## src/rtl/vend_pkg.sv

```systemverilog
// Shared types and coin helpers for the vending transaction sequencer.
package vend_pkg;

    typedef enum logic [1:0] {
        ST_IDLE   = 2'd0,
        ST_VEND   = 2'd1,
        ST_CHANGE = 2'd2
    } state_t;

    localparam logic [1:0] COIN_NONE = 2'b00;
    localparam logic [1:0] COIN_5    = 2'b01;
    localparam logic [1:0] COIN_10   = 2'b10;
    localparam logic [1:0] COIN_20   = 2'b11;

    localparam logic [7:0] COIN_UNIT = 8'd5;

    function automatic logic [7:0] coin_value(input logic [1:0] code);
        case (code)
            COIN_5:  return 8'd5;
            COIN_10: return 8'd10;
            COIN_20: return 8'd20;
            default: return 8'd0;
        endcase
    endfunction

endpackage

```

## src/rtl/vend_timer.sv

```systemverilog
// Loadable down-counter with a zero flag; shared by the ack watchdog and change spacing.
module vend_timer #(
    parameter int W = 7
) (
    input  logic         clk,
    input  logic         rst,
    input  logic         load_i,
    input  logic [W-1:0] load_val_i,
    input  logic         dec_i,
    output logic         zero_o
);

    logic [W-1:0] cnt_q, cnt_d;

    always_comb begin
        cnt_d = cnt_q;
        if (load_i)
            cnt_d = load_val_i;
        else if (dec_i && cnt_q != '0)
            cnt_d = cnt_q - W'(1);
    end

    always_ff @(posedge clk or posedge rst) begin
        if (rst)
            cnt_q <= '0;
        else
            cnt_q <= cnt_d;
    end

    assign zero_o = (cnt_q == '0);

endmodule

```

## src/rtl/vend_controller.sv

```systemverilog
// Vending transaction sequencer: coin credit, price check, dispense handshake with
// watchdog refund, and change return as spaced 5-unit pulses.
module vend_controller
    import vend_pkg::*;
#(
    parameter int PRICE0      = 15,
    parameter int PRICE1      = 20,
    parameter int PRICE2      = 25,
    parameter int PRICE3      = 30,
    parameter int BAL_MAX     = 95,
    parameter int ACK_TIMEOUT = 64,
    parameter int CHG_GAP     = 2
) (
    input  logic       clk,
    input  logic       rst,
    input  logic       coin_valid,
    input  logic [1:0] coin_code,
    input  logic       sel_valid,
    input  logic [1:0] sel_id,
    input  logic       cancel,
    input  logic       disp_ack,
    output logic       disp_req,
    output logic [1:0] disp_id,
    output logic       change_pulse,
    output logic       coin_reject,
    output logic       err_funds,
    output logic       fault,
    output logic       busy,
    output logic [7:0] balance
);

    localparam int TW = $clog2(ACK_TIMEOUT + CHG_GAP + 1);

    if ((PRICE0 % 5) != 0 || PRICE0 < 5 || PRICE0 > BAL_MAX ||
        (PRICE1 % 5) != 0 || PRICE1 < 5 || PRICE1 > BAL_MAX ||
        (PRICE2 % 5) != 0 || PRICE2 < 5 || PRICE2 > BAL_MAX ||
        (PRICE3 % 5) != 0 || PRICE3 < 5 || PRICE3 > BAL_MAX ||
        BAL_MAX > 255 || ACK_TIMEOUT < 1) begin : g_bad_param
        $error("vend_controller: prices must be multiples of 5 within 5..BAL_MAX");
    end

    function automatic logic [7:0] price_of(input logic [1:0] id);
        case (id)
            2'd0:    return 8'(PRICE0);
            2'd1:    return 8'(PRICE1);
            2'd2:    return 8'(PRICE2);
            default: return 8'(PRICE3);
        endcase
    endfunction

    state_t       state_q, state_d;
    logic [7:0]   balance_q, balance_d;
    logic         disp_req_q, disp_req_d;
    logic [1:0]   disp_id_q, disp_id_d;
    logic         change_pulse_q, change_pulse_d;
    logic         coin_reject_q, coin_reject_d;
    logic         err_funds_q, err_funds_d;
    logic         fault_q, fault_d;

    logic          tmr_load, tmr_dec, tmr_zero;
    logic [TW-1:0] tmr_val;
    logic [8:0]    bal_sum;
    logic [7:0]    sel_price;

    vend_timer #(.W(TW)) u_timer (
        .clk        (clk),
        .rst        (rst),
        .load_i     (tmr_load),
        .load_val_i (tmr_val),
        .dec_i      (tmr_dec),
        .zero_o     (tmr_zero)
    );

    assign bal_sum   = {1'b0, balance_q} + {1'b0, coin_value(coin_code)};
    assign sel_price = price_of(sel_id);

    always_comb begin
        state_d        = state_q;
        balance_d      = balance_q;
        disp_req_d     = disp_req_q;
        disp_id_d      = disp_id_q;
        change_pulse_d = 1'b0;
        coin_reject_d  = 1'b0;
        err_funds_d    = 1'b0;
        fault_d        = 1'b0;
        tmr_load       = 1'b0;
        tmr_val        = '0;
        tmr_dec        = 1'b0;

        case (state_q)
            ST_IDLE: begin
                if (coin_valid && coin_code != COIN_NONE) begin
                    // A valid coin wins arbitration even when it is refused for overflow
                    if (bal_sum <= 9'(BAL_MAX))
                        balance_d = bal_sum[7:0];
                    else
                        coin_reject_d = 1'b1;
                end else begin
                    if (coin_valid)
                        coin_reject_d = 1'b1;
                    if (cancel) begin
                        if (balance_q != 8'd0) begin
                            state_d  = ST_CHANGE;
                            tmr_load = 1'b1;
                        end
                    end else if (sel_valid) begin
                        if (balance_q >= sel_price) begin
                            balance_d  = balance_q - sel_price;
                            disp_req_d = 1'b1;
                            disp_id_d  = sel_id;
                            state_d    = ST_VEND;
                            tmr_load   = 1'b1;
                            tmr_val    = TW'(ACK_TIMEOUT - 1);
                        end else begin
                            err_funds_d = 1'b1;
                        end
                    end
                end
            end

            ST_VEND: begin
                coin_reject_d = coin_valid;
                if (disp_ack) begin
                    disp_req_d = 1'b0;
                    if (balance_q != 8'd0) begin
                        state_d  = ST_CHANGE;
                        tmr_load = 1'b1;
                    end else begin
                        state_d = ST_IDLE;
                    end
                end else if (tmr_zero) begin
                    // Watchdog expired: restore the price and refund everything
                    disp_req_d = 1'b0;
                    fault_d    = 1'b1;
                    balance_d  = balance_q + price_of(disp_id_q);
                    state_d    = ST_CHANGE;
                    tmr_load   = 1'b1;
                end else begin
                    tmr_dec = 1'b1;
                end
            end

            ST_CHANGE: begin
                coin_reject_d = coin_valid;
                if (balance_q == 8'd0) begin
                    state_d = ST_IDLE;
                end else if (tmr_zero) begin
                    change_pulse_d = 1'b1;
                    balance_d      = balance_q - COIN_UNIT;
                    tmr_load       = 1'b1;
                    tmr_val        = TW'(CHG_GAP);
                end else begin
                    tmr_dec = 1'b1;
                end
            end

            default: state_d = ST_IDLE;
        endcase
    end

    always_ff @(posedge clk or posedge rst) begin
        if (rst) begin
            state_q        <= ST_IDLE;
            balance_q      <= 8'd0;
            disp_req_q     <= 1'b0;
            disp_id_q      <= 2'd0;
            change_pulse_q <= 1'b0;
            coin_reject_q  <= 1'b0;
            err_funds_q    <= 1'b0;
            fault_q        <= 1'b0;
        end else begin
            state_q        <= state_d;
            balance_q      <= balance_d;
            disp_req_q     <= disp_req_d;
            disp_id_q      <= disp_id_d;
            change_pulse_q <= change_pulse_d;
            coin_reject_q  <= coin_reject_d;
            err_funds_q    <= err_funds_d;
            fault_q        <= fault_d;
        end
    end

    assign disp_req     = disp_req_q;
    assign disp_id      = disp_id_q;
    assign change_pulse = change_pulse_q;
    assign coin_reject  = coin_reject_q;
    assign err_funds    = err_funds_q;
    assign fault        = fault_q;
    assign busy         = (state_q != ST_IDLE);
    assign balance      = balance_q;

endmodule
```

## config.mk

```make
export PLATFORM = sky130hd
export DESIGN_NAME = vend_controller
export DESIGN_NICKNAME = d
export VERILOG_FILES = /design/src/rtl/vend_pkg.sv /design/src/rtl/vend_timer.sv /design/src/rtl/vend_controller.sv
export SDC_FILE = /design/constraint.sdc
export NUM_CORES = 1
export LEC_CHECK = 0
export ABC_AREA = 1
export CORE_MARGIN = 5
export CORE_UTILIZATION = 40
export DETAILED_ROUTE_END_ITERATION = 7
export PLACE_DENSITY = 0.65
export RECOVER_POWER = 50
export SLEW_MARGIN = 20
export SYNTH_ARGS = -nofsm -noshare
export SYNTH_HDL_FRONTEND = slang
export SYNTH_SLANG_ARGS = --single-unit
```

## constraint.sdc

```tcl
create_clock -name clk -period 4.1 [get_ports clk]
set_input_delay 0.82 -clock clk [delete_from_list [all_inputs] [get_ports clk]]
set_output_delay 0.82 -clock clk [all_outputs]
set_load 0.02 [all_outputs]
```

==> results.md <==
- Sequential fraction of the synthesis area: 22.87%
- Crit share post-route: 82.55%
- Status: completed
- Cts bufs inserted: 3
- Cell family with most CP delay: simple AND/OR/NAND/NOR gates
- Clk root buf: clkbuf_8
- GRT Residual Overflow: 0
- TNS Setup: 0 ps
- Hold Crit Class: reg -> reg
- Area grow syn2layout: 15.05%
- VDD IR max: 352.7 uV
- Setup violations, final: 0
- Buf+Inv Stages, Crit Path: 4
- Syn avg cell area: 6.734 um^2
- Fin Clk Skew: 12.85 ps
- Post-cts resize count: 0
- Gpl congestion: 0.9655
- Initial Util: 41.12%
- Max Cap Viol: 0
- Post-Synthesis Cells: 390
- Ports: 26
- TritonCTS clock tree: done
- Placed cells: 489
- Setup Fix Bufs, Post-CTS: 0
- Worst-path clk slew: 110 ps
- IO Port Bufs: 25
- #FFs+latches synth: 24
- First-pass GRT wire length: 11360 um
- Critical Path RT: 4260 ps
- First-pass DRT Iterations: 4
- Synth Area in Compound Gates: 10.34%
- Share of cells above drive strength 1: 9.135%
- Final Hold Vio Count: 0
- Sw frac: 54.10%
- Wire per inst: 13.17 um
- Die height: 91.03 um
- DRC viols: 0
- Die area: 8286 um^2
- Power Density: 887.2 nW/um^2
- Worst setup path class: in -> reg
- Max Fclk: 295.5 MHz
- Total GRT Usage: 16.15%
- RSZ-0062 raised after global routing: false
- Clock share of power: 8.2%
- Rel. slew slack: 37.03%
- Syn nets: 433
- Hold slack final: 440.8 ps
- Combinational Power Share: 74.3%
- Die Wd: 91.03 um
- Yosys cell types: 42
- Syn. warnings: 0
- Pin count of the biggest net entering global routing: 25
- Layout fillers: 637
- Fin cells: 493
- Crit Path Max Fanout: 8
- Cell area after synthesis: 2626 um^2
- Mux contribution to synthesized area: 1.143%
- Slowest stage delay, CP: 470 ps
- Type of origin of the critical path: input port
- Fin. max-slew vios: 0
- Largest family of logic cells by synthesized area: simple AND/OR/NAND/NOR gates
- Remaining antenna violation count: 0
- Via count: 2527
- Hold buffer count at CTS: 0
- Area share of xor/xnor cells in the synthesized design: 2.334%
- DP HPWL: 5294 um
- Simple-Gate Fraction of Synth Area: 38.02%
- 1st-iter DRT viols: 243
- ANT cells: 0
- Static Leak: 1.619 nW
- Via density: 5.126
- Tmin final: 3385 ps
- Worst-skew pair later-pin latency: 280 ps
- WL final: 6492 um
- Slowest CP cell: clkdlybuf4s50_1
- Switching power: 1.450 mW
- Top cell by count, worst path: nand2_1
- Fin nets: 460
- Clock sinks: 24
- Total power: 2.681 mW
- CTS Buffer Depth: 2
- Initial antenna violation count: 0
- Vias in the first global route: 2373
- Pint: 1.230 mW
- CP arrival: 3540 ps
- Worst path cell trace: clkdlybuf4s50_1 > inv_1 > ha_1 > nor2_1 > nor2_1 > ha_1 > inv_1 > fa_1 > nand3_1 > nand2_1 > nand2_1 > nand3_1 > nand2_1 > nand2_1 > nand3_1 > nand2_1 > nand2_2 > inv_2 > nand2_2 > o21ai_1
- Num rows: 29
- CP endpoint kind: flip-flop
- CTS H-tree lvls: 1
- Core footprint: 6386 um^2
- Sequential share of power: 17.4%
- Adder-Cell Fraction of Synth Area: 16.29%
- Slew at the pin closest to its max-slew limit: 943.5 ps
[layer usage]
metal	vias to the layer above	global-route usage, %	share of wire (%)
li1	1313	-	-
met1	1143	23.48	47
met2	67	25.42	45
met3	4	2.066	6.0
met4	0	3.790	1.3
met5	-	0	0
[power groups by stage]
stage / sequential, mW / combinational, mW / clock (mW)
floorplan: 0.505 / 1.44 / 0
global placement: 0.475 / 1.97 / 0
detailed placement: 0.476 / 2.00 / 0
CTS: 0.471 / 2.01 / 0.226
global route: 0.488 / 2.27 / 0.233
finish: 0.468 / 1.99 / 0.221
[final cells by class]
| cell class | count | area [um^2] | area share [%] |
|---|---|---|---|
| multi-input cells | 306 | 1789 | 59.21 |
| flip-flops and latches | 24 | 600.6 | 19.88 |
| repair buffers | 25 | 250.2 | 8.282 |
| inverters | 57 | 214.0 | 7.081 |
| well taps | 77 | 96.34 | 3.188 |
| clock buffers | 3 | 41.29 | 1.366 |
| clock inverters | 1 | 30.03 | 0.9938 |
[cell usage after synthesis]
cell type,number,area (um^2)
o21ai_1,6,30.03
nor4_1,1,6.260
buf_4,1,7.510
nand4_1,6,37.54
nand2b_1,1,6.260
xnor2_1,1,8.760
nand3b_2,1,11.26
nor3_4,1,16.27
mux2i_1,3,30.03
inv_2,7,26.28
nand3_1,42,210.2
nand2_4,2,22.52
ha_1,31,387.9
inv_1,48,180.2
buf_6,1,11.26
o32ai_1,1,8.760
o21a_2,1,8.760
o21ai_2,1,8.760
clkinv_1,2,7.510
nor3_2,1,10.01
a21oi_1,17,85.08
a21oi_2,2,17.52
or2_1,1,6.260
fa_1,2,40.04
a31oi_1,1,6.260
o211ai_1,1,7.510
xor2_1,6,52.55
o22ai_1,2,12.51
nand3b_1,1,7.510
nand2_1,109,409.1
and3_1,1,6.260
o2111ai_1,1,8.760
o21ai_0,13,65.06
nor3_1,1,5.000
nand3_2,5,50.05
a31oi_2,1,12.51
nor2_1,30,112.6
or2_2,2,12.51
nor2_2,3,18.77
dfrtp_1,24,600.6
nand2_2,8,50.05
clkbuf_1,1,3.750
[registers in the layout, indices dropped and copies added, names as in the netlist]
register       flops
err_funds          1
disp_id            2
u_timer.cnt_q      7
state_q            2
coin_reject        1
change_pulse       1
balance            8
fault              1
disp_req           1
[worst reg2reg max path, cell delays in order, from the launching register on]
cell and delay (ps):
dfrtp_1 410, inv_1 100, ha_1 290, inv_1 160, nand2_1 70, ha_1 200
fa_1 420, o21ai_0 280, nand2_1 120, nand2_1 80, a21oi_1 70, nand2b_1 140
nand3_1 70, nand2_1 60, nand3_1 70, nand2_1 50
[worst paths after layout]
| path | startpoint | to | slack, ps | cells after the start |
|---|---|---|---|---|
| min | u_timer.cnt_q[6] | fault | 440 | 1 |
| min in group asynchronous | rst | balance[1] | 1180 | 2 |
| min reg2reg | u_timer.cnt_q[6] | fault | 440 | 1 |
| max reg2reg | state_q[0] | balance[6] | 1450 | 15 |
| max | sel_id[0] | u_timer.cnt_q[0] | 720 | 20 |
| max in group asynchronous | rst | err_funds | 2330 | 2 |
[kinds of logic (layout without fill, tap and decap cells)]
family / Yosys count / in the layout
and+or+nand+nor: 216 / 216
muxes: 3 / 3
xor gates and xnor gates: 7 / 7
DFF: 24 / 24
buffers and inverters: 60 / 86
AOI/OAI and AO/OA: 47 / 47
adders and majority gates: 33 / 33
[stage by stage]
step,setup WS (ps),cell area [um^2],utilization (%)
after floorplan,1239,2626,-
after global placement,555.3,2950,46.20
after detailed placement,454.1,2950,46.20
after CTS,745.2,3022,47.32
after global routing,490.9,3022,47.32
final,715.5,3022,47.32
[layout by cell type (no fill, tap or decap), types with 2 or more instances in the layout]
cell type and instances:
nand2_1 109, inv_1 49, nand3_1 42, ha_1 31, nor2_1 30, dfrtp_1 24, a21oi_1 17, clkdlybuf4s50_1 17
o21ai_0 13, nand2_2 8, dlygate4sd3_1 8, inv_2 6, nand4_1 6, o21ai_1 6, xor2_1 6, nand3_2 5
nor2_2 3, mux2i_1 3, clkbuf_8 3, clkinv_1 2, a21oi_2 2, nand2_4 2, o22ai_1 2, or2_2 2
fa_1 2
Note: power is estimated with default switching activity, not from simulation.
==> RTL change, RTL diff (same settings) <==
The parameter `CHG_GAP` goes from 2 to 8.
--- a/src/rtl/vend_controller.sv
+++ b/src/rtl/vend_controller.sv
@@ -10,5 +10,5 @@
     parameter int BAL_MAX     = 95,
     parameter int ACK_TIMEOUT = 64,
-    parameter int CHG_GAP     = 2
+    parameter int CHG_GAP     = 8
 ) (
     input  logic       clk,
Check against the original RTL: not equivalent (Yosys sat finds a counterexample within 10 cycles, from zero or initial values and one cycle with rst high).
==> RTL change against the unedited design <==
Worst setup slack improved by 72 ps. Worst hold slack gained 53 ps. Cell area fell by 1.4%. Routed wire length decreased by 2.8%. Clock power down 4%. Area after synthesis is 2.0% lower. First-iteration DRC count down 18%. Sequential cell count stayed put. Total power decreased by 1.4%. Count of clock-buffer cells in the layout is the same. Clock skew shrank 9.6 ps. Global-route usage shrank 0.46 points.
==> RTL change: results (changes against the unedited design) <==
Avg Cell Area, Syn -> 6.619 µm² (was 6.734 µm²)
WHS -> 493.8 ps (was 440.8 ps)
met3 Use GR -> 2.421% (was 2.066%)
Signal buf overhead -> 8.648% (was 8.282%)
worst hold stages -> 2 (was 1)
Hold Path Sink -> disp_req$_DFFE_PP0P_ (was fault$_DFF_PP0_)
adder-cell share of the synthesized area -> 16.62% (was 16.29%)
clk cell area share -> 2.393% (was 2.360%)
1st-iter DRT viols -> 200 (was 243)
Cells after DPL -> 488 (was 489)
setup ws final -> 787.8 ps (was 715.5 ps)
Data arrival, critical path -> 3480 ps (was 3540 ps)
first-pass GRT wire length -> 10940 µm (was 11360 µm)
vias -> 2495 (was 2527)
WL met1 -> 3143 µm (was 3075 µm)
DR WL met3 -> 240 µm (was 390 µm)
Crit path largest cell delay -> 450 ps (was 470 ps)
sequential share of the synthesized area -> 23.32% (was 22.87%)
routing usage on met1 -> 22.65% (was 23.48%)
Multi-In Gates -> 308 (was 306)
Clock transition at path regs -> 90 ps (was 110 ps)
met2 WL -> 2791 µm (was 2943 µm)
met2 Usage GRT -> 24.21% (was 25.42%)
hold wc startpoint -> disp_req$_DFFE_PP0P_ (was u_timer.cnt_q[6]$_DFFE_PP0P_)
worst-path fanout max -> 10 (was 8)
Synth Area in XOR/XNOR -> 3.061% (was 2.334%)
final core occ -> 47.21% (was 47.32%)
clk_skew -> 3.276 ps (was 12.85 ps)
RR Startpoint -> disp_id[0]$_DFFE_PP0P_ (was state_q[0]$_DFFE_PP0P_)
status -> finished, final reports clean (unchanged)
dpl hpwl -> 5126 µm (was 5294 µm)
GPL Wtd Cong -> 0.8544 (was 0.9655)
FF-to-FF End -> balance[5]$_DFFE_PP0P_ (was balance[6]$_DFFE_PP0P_)
Buffers excl. clock -> 26 (was 25)
Static Leak -> 1.617 nW (was 1.619 nW)
Compound-Gate Fraction of Synth Area -> 9.086% (was 10.34%)
Pre-antenna DRT Iters -> 5 (was 4)
Tightest Pin Transition -> 906.2 ps (was 943.5 ps)
via/cell ratio -> 5.071 (was 5.126)
Nets -> 459 (was 460)
Non-clk invs -> 53 (was 57)
top cells by area, synth -> dfrtp_1 (23%), nand2_1 (17%), ha_1 (15%) (was dfrtp_1 (23%), nand2_1 (16%), ha_1 (15%))
vias in the first global route -> 2340 (was 2373)
multi-input combinational area share -> 58.90% (was 59.21%)
worst vdd ir -> 0.0004425 V (was 0.0003527 V)
==> RTL change: changes by cell type after synthesis, moves of 2 or more <==
cell	change
nand3_1	-2
buf_2	+2
nand2_1	+7
inv_2	-4
o21ai_0	+2
nor2_1	+2
o21ai_1	-2
a21oi_2	-2
nand2_2	-5
xnor2_1	+2
a21oi_1	+2
==> RTL change: kinds of logic (layout without fill, tap and decap cells) <==
| kind of cell | after synthesis | count (layout) |
|---|---|---|
| xor gates and xnor gates | 9 | 9 |
| DFF | 24 | 24 |
| and+or+nand+nor | 219 | 219 |
| muxes | 3 | 3 |
| buffers and inverters | 57 | 83 |
| AOI/OAI and AO/OA | 44 | 44 |
| adders and majority gates | 33 | 33 |
==> RTL change: power breakdown <==
part	internal, mW	switching (mW)
clock network	0.131	0.0821
logic	0.763	1.19
registers	0.337	0.137
